==> src/rtl/unidade_controle.sv <==
// Multi-cycle control unit for the Lapido processor (FETCH/DECODE/EXEC/MEM/WB/HALT).
// Optional: define TRAP_ILEGAL_EN so an undefined opcode halts the core instead of acting as a NOP.
module unidade_controle #(
    parameter int                  PC_WIDTH = 16,
    parameter logic [PC_WIDTH-1:0] RESET_PC = '0
) (
    input  logic                clk,
    input  logic                reset,
    output logic [PC_WIDTH-1:0] imem_addr,
    output logic                imem_req,
    input  logic                imem_ack,
    input  logic [31:0]         imem_data,
    output logic [7:0]          ula_opcode,
    input  logic [3:0]          ula_flags,
    output logic [4:0]          reg_ra_addr,
    output logic [4:0]          reg_rb_addr,
    output logic [4:0]          reg_wr_addr,
    output logic                reg_wr_en,
    output logic [1:0]          reg_wr_sel,
    output logic [31:0]         imm_out,
    output logic                dmem_req,
    output logic                dmem_we,
    input  logic                dmem_ack,
    output logic [3:0]          flags,
    output logic                halted,
    output logic                ilegal
);
    localparam logic [7:0] OP_LOADLIT = 8'h40;
    localparam logic [7:0] OP_LOAD    = 8'h50;
    localparam logic [7:0] OP_STORE   = 8'h51;
    localparam logic [7:0] OP_J       = 8'h80;
    localparam logic [7:0] OP_JT      = 8'h84;
    localparam logic [7:0] OP_JF      = 8'h88;
    localparam logic [7:0] OP_HALT    = 8'hFF;
    localparam logic [7:0] OP_PASSA   = 8'h35;

    typedef enum logic [2:0] {S_FETCH, S_DECODE, S_EXEC, S_MEM, S_WB, S_HALT} state_t;

    state_t              state, state_nx;
    logic [PC_WIDTH-1:0] pc, pc_nx;
    logic [31:0]         ir, ir_nx;
    logic [3:0]          flags_nx;

    logic [7:0] op;
    logic       is_ula, is_ll, is_ld, is_st, is_jmp, is_halt, is_ill;
    logic       cond_flag, jmp_taken;

    assign op      = ir[31:24];
    assign is_ula  = (op[7:5] == 3'b001);
    assign is_ll   = (op == OP_LOADLIT);
    assign is_ld   = (op == OP_LOAD);
    assign is_st   = (op == OP_STORE);
    assign is_jmp  = (op == OP_J) || (op == OP_JT) || (op == OP_JF);
    assign is_halt = (op == OP_HALT);
    assign is_ill  = !(is_ula || is_ll || is_ld || is_st || is_jmp || is_halt);

    // cond 0..3 names neg..ovf, which are stored MSB-first, so the bit index is 3-cond
    assign cond_flag = flags[~ir[23:22]];
    assign jmp_taken = (op == OP_J) || ((op == OP_JT) && cond_flag) || ((op == OP_JF) && !cond_flag);

    assign imem_addr   = pc;
    assign reg_ra_addr = ir[18:14];
    assign reg_rb_addr = ir[13:9];
    assign reg_wr_addr = ir[23:19];
    assign imm_out     = {{16{ir[15]}}, ir[15:0]};
    assign reg_wr_sel  = is_ll ? 2'd1 : (is_ld ? 2'd2 : 2'd0);

    always_ff @(posedge clk or posedge reset) begin
        if (reset) begin
            state <= S_FETCH;
            pc    <= RESET_PC;
            ir    <= '0;
            flags <= '0;
        end else begin
            state <= state_nx;
            pc    <= pc_nx;
            ir    <= ir_nx;
            flags <= flags_nx;
        end
    end

    always_comb begin
        state_nx   = state;
        pc_nx      = pc;
        ir_nx      = ir;
        flags_nx   = flags;
        imem_req   = 1'b0;
        dmem_req   = 1'b0;
        dmem_we    = 1'b0;
        reg_wr_en  = 1'b0;
        ilegal     = 1'b0;
        halted     = 1'b0;
        ula_opcode = OP_PASSA;
        case (state)
            S_FETCH: begin
                // state is already FETCH while reset is held; keep the request quiet until release
                imem_req = !reset;
                if (imem_ack) begin
                    ir_nx    = imem_data;
                    pc_nx    = pc + PC_WIDTH'(1);
                    state_nx = S_DECODE;
                end
            end
            S_DECODE: begin
                if (is_halt) begin
                    state_nx = S_HALT;
                end else if (is_ill) begin
                    ilegal = 1'b1;
`ifdef TRAP_ILEGAL_EN
                    state_nx = S_HALT;
`else
                    state_nx = S_FETCH;
`endif
                end else begin
                    state_nx = S_EXEC;
                end
            end
            S_EXEC: begin
                if (is_ula) begin
                    ula_opcode = op;
                    state_nx   = S_WB;
                end else if (is_ll) begin
                    state_nx = S_WB;
                end else if (is_ld || is_st) begin
                    state_nx = S_MEM;
                end else begin
                    if (is_jmp && jmp_taken) pc_nx = PC_WIDTH'(ir[15:0]);
                    state_nx = S_FETCH;
                end
            end
            S_MEM: begin
                dmem_req = 1'b1;
                dmem_we  = is_st;
                if (dmem_ack) state_nx = is_ld ? S_WB : S_FETCH;
            end
            S_WB: begin
                reg_wr_en = 1'b1;
                if (is_ula) begin
                    ula_opcode = op;
                    flags_nx   = ula_flags;
                end
                state_nx = S_FETCH;
            end
            S_HALT: halted = 1'b1;
            default: state_nx = S_FETCH;
        endcase
    end
endmodule

==> config.mk <==
export PLATFORM = sky130hd
export DESIGN_NAME = unidade_controle
export DESIGN_NICKNAME = d
export VERILOG_FILES = /design/src/rtl/unidade_controle.sv
export SDC_FILE = /design/constraint.sdc
export NUM_CORES = 1
export LEC_CHECK = 0
export ABC_AREA = 1
export CORE_UTILIZATION = 40
export CTS_CLUSTER_SIZE = 25
export DETAILED_ROUTE_END_ITERATION = 10
export PLACE_DENSITY = 0.69
export SLEW_MARGIN = 15
export SYNTH_ARGS = -nofsm -noshare
export SYNTH_HDL_FRONTEND = slang
export SYNTH_SLANG_ARGS = --single-unit
==> constraint.sdc <==
create_clock -name clk -period 2.1 [get_ports clk]
set_input_delay 0.21 -clock clk [delete_from_list [all_inputs] [get_ports clk]]
set_output_delay 0.21 -clock clk [all_outputs]
set_load 0.01 [all_outputs]
==> summary.md <==
| Metric | Value |
|---|---|
| Pint | 3.540 mW |
| Reg2Reg Depth | 9 |
| Clk pwr share | 9.8% |
| Register area | 0.001379 mm² |
| Seq pwr share | 34.4% |
| GRT Total Usage | 18.13% |
| Die H | 95.29 µm |
| Final Util | 54.94% |
| Switching pwr | 2.467 mW |
| WP data arrival | 1.83 ns |
| Synth Warn # | 0 |
| Buffers on Ports | 119 |
| Total grt overflow | 0 |
| Worst VDD drop | 513.9 µV |
| R2R Path End | imem_addr[3] |
| Crit path max fanout | 3 |
| Worst Hold Class | input pin to asynchronous set/reset pin |
| Status | completed |
| Drt initial violations | 89 |
| Clk buf depth | 2 |
| Largest net degree at the start of global routing | 33 |
| Leak pwr | 2.114 nW |
| Synth top area cells | dfrtp_1, nand2_1, buf_4, mux2_2, nor2_1 |
| Layout area overhead | 30.98% |
| Max Freq | 0.4902 GHz |
| Tot Pwr | 6.007 mW |
| CP endpoint kind | primary output |
| Final hold slack | 0.2559 ns |
| HPWL Detailed | 6091 µm |
| Max_cap viols | 0 |
| Placer Congestion | 0.9123 |
| Slew Limit Headroom | 62.75% |
| CTS clk-pin slew, worst paths | 0.10 ns |
| Post-Syn Area | 0.003481 mm² |
| Residual antenna-violating net count after detailed routing | 0 |
| Multi-input gate area | 0.001548 mm² |
| R2r setup slk | 0.34 ns |
| Filler Cell Count | 772 |
| Comb pwr share | 55.8% |
| Final count of pins violating max slew | 0 |
| Final instance area | 0.004559 mm² |
| Initial antenna violation count | 0 |
| Layout Nets | 559 |
| IO Count | 123 |
| Antenna cell count | 0 |
| Root Buffer | clkbuf_8 |
| Worst R2R Start | state[2] |
| Power per cell area | 1318 mW/mm² |
| TritonCTS clock tree | done |
| Top cell type's share of synthesized area | 39.54% |
| Post-DP Area | 0.004428 mm² |
| Count of different cell masters after synthesis | 29 |
| Vias per inst | 4.758 |
| Req. time, crit path | 1.89 ns |
| Worst-margin pin slew | 0.5587 ns |
| CTS sink count | 55 |
| First-pass GRT wire length | 12850 µm |
| Area leader, netlist | dfrtp_1 |
| Kind of critical path | register to primary output |
| RSZ-0062 raised after global routing | true |
| # DRC | 0 |
| Setup Viol. Count Final | 0 |
| Clock Latency Late Sink | 0.31 ns |
| Initial core utilization | 41.94% |
| Core area | 0.008299 mm² |
| Period utilization | 97.13% |
| Total wire length | 7974 µm |
| Vias in the first global route | 2732 |
| Cts hold-fix bufs | 0 |
| Fin Setup TNS | 0 ns |
| Final Hold Vio Count | 0 |
| Flops & latches, synth | 55 |
| Routed vias | 2969 |
| Share of layout cells above drive strength 1 | 15.41% |
| Row count | 33 |
| Skew final | 0.01047 ns |
| TritonCTS buffer count | 5 |
| Die ar. | 0.009079 mm² |
| Die Wd | 95.29 µm |
| Time the worst path needs with I/O delays and setup | 2.040 ns |
| Seq/Total Area, Yosys | 39.54% |
| WL/cell | 12.78 µm |
| CTS H-Tree Depth | 2 |
| 1st-pass router iterations | 4 |
| Post-Syn Instances | 442 |
| Sw Ratio | 41.08% |
| Critical Path Source Type | register |
| Synth Area per Inst | 7.875 µm² |
-- critical path, cell delays in order (launching register included) --
cell and delay (ns):
dfrtp_1 0.39, inv_1 0.10, nand2_2 0.12, nor2_4 0.05
o21ai_4 0.18, inv_1 0.09, nand2_1 0.06, clkdlybuf4s50_1 0.53
-- synth_stat cells --
master	number
nand3_2	1
nor2_4	6
or2_2	2
nand2_4	1
nand4_1	6
mux2_2	26
conb_1	2
dfrtp_1	55
buf_2	4
xnor2_1	1
nand3b_4	1
inv_1	30
and3_2	1
nand3_4	1
o21ai_0	7
nand3_1	26
buf_4	51
nor3_1	8
nor2_1	37
buf_6	4
inv_2	6
nand3b_1	2
ha_1	1
nand2_1	139
clkbuf_1	1
nor2_2	6
a21o_1	1
a21oi_1	11
nand2_2	5
-- timing repair --
| item | 4_1_cts | 5_1_grt |
|---|---|---|
| buffers inserted | 0 | 1 |
| pin swaps | 0 | 0 |
| gates resized for setup | 7 | 8 |
| endpoints found under the setup margin | 7 | 7 |
-- metrics by stage --
stage	worst slack (ns)	instances
2_1_floorplan	0.5471	443
3_3_place_gp	0.2358	615
3_5_place_dp	0.2259	615
4_1_cts	0.02699	623
5_1_grt	-0.02529	624
6_report	0.06021	624
-- sequential cells by signal, summed over array words and instances (netlist names) --
register   count
imem_addr     16
state          3
flags          4
ir            32
-- logic make-up (layout without fill, tap and decap cells) --
family                     after synthesis  in the layout  share of synthesized area, %
and+or+nand+nor                        242            242                         31.56
buffers and inverters                   96            172                         16.86
DFF                                     55             55                         39.54
muxes                                   26             26                         8.411
AOI/OAI and AO/OA                       19             19                         2.804
other                                    2              3                        0.2158
adders and majority gates                1              1                        0.3594
xor gates and xnor gates                 1              1                        0.2517
-- how the worst max path moves through the flow --
stage | start | endpoint | slack, ns
floorplan | reset | flags[0] | 0.55
detailed placement | state[2] | ula_opcode[0] | 0.23
global route | state[2] | ula_opcode[0] | -0.03
global placement | state[1] | ula_opcode[2] | 0.24
finish | state[2] | ula_opcode[0] | 0.06
CTS | ir[27] | reg_wr_sel[1] | 0.03
-- final cells by class --
class,instances,area share (%)
Multi-Input combinational cell,292,33.95
Clock inverter,3,0.4116
Inverter,36,2.964
Clock buffer,5,1.509
Timing Repair Buffer,128,28.05
Sequential cell,55,30.24
Tap cell,105,2.881
-- cells in the final DEF (no fill, tap or decap), types with 3 or more instances in the layout --
cell             count
mux2_2              26
conb_1               3
a21oi_1             11
clkbuf_8             5
nand3_1             26
nand2_1            139
dfrtp_1             53
nand4_1              6
inv_2                8
nor2_2               5
nor3_1               6
o21ai_0              6
inv_1               28
nand2_2              5
nor2_1              37
dlymetal6s2s_1       4
clkdlybuf4s50_1    113
nor2_4               7
buf_4                8
-- power by group through the flow --
stage / registers [mW] / logic [mW] / clock network, mW
floorplan: 2.01 / 2.40 / 0
global placement: 2.06 / 3.31 / 0
detailed placement: 2.09 / 3.37 / 0
CTS: 2.07 / 3.38 / 0.620
global route: 2.15 / 3.71 / 0.669
finish: 2.07 / 3.35 / 0.591
-- routing by layer --
metal  track usage [%]  vias to the layer above  routed length, µm  share of wire [%]
li1                  -                     1491                  -                  -
met1             22.89                     1366               3374                 42
met2             30.77                      105               3886                 49
met3             5.263                        7                646                8.1
met4             3.535                        0                 66               0.83
met5                 0                        -                  0                  0
Power figures use the tool's default switching activity.
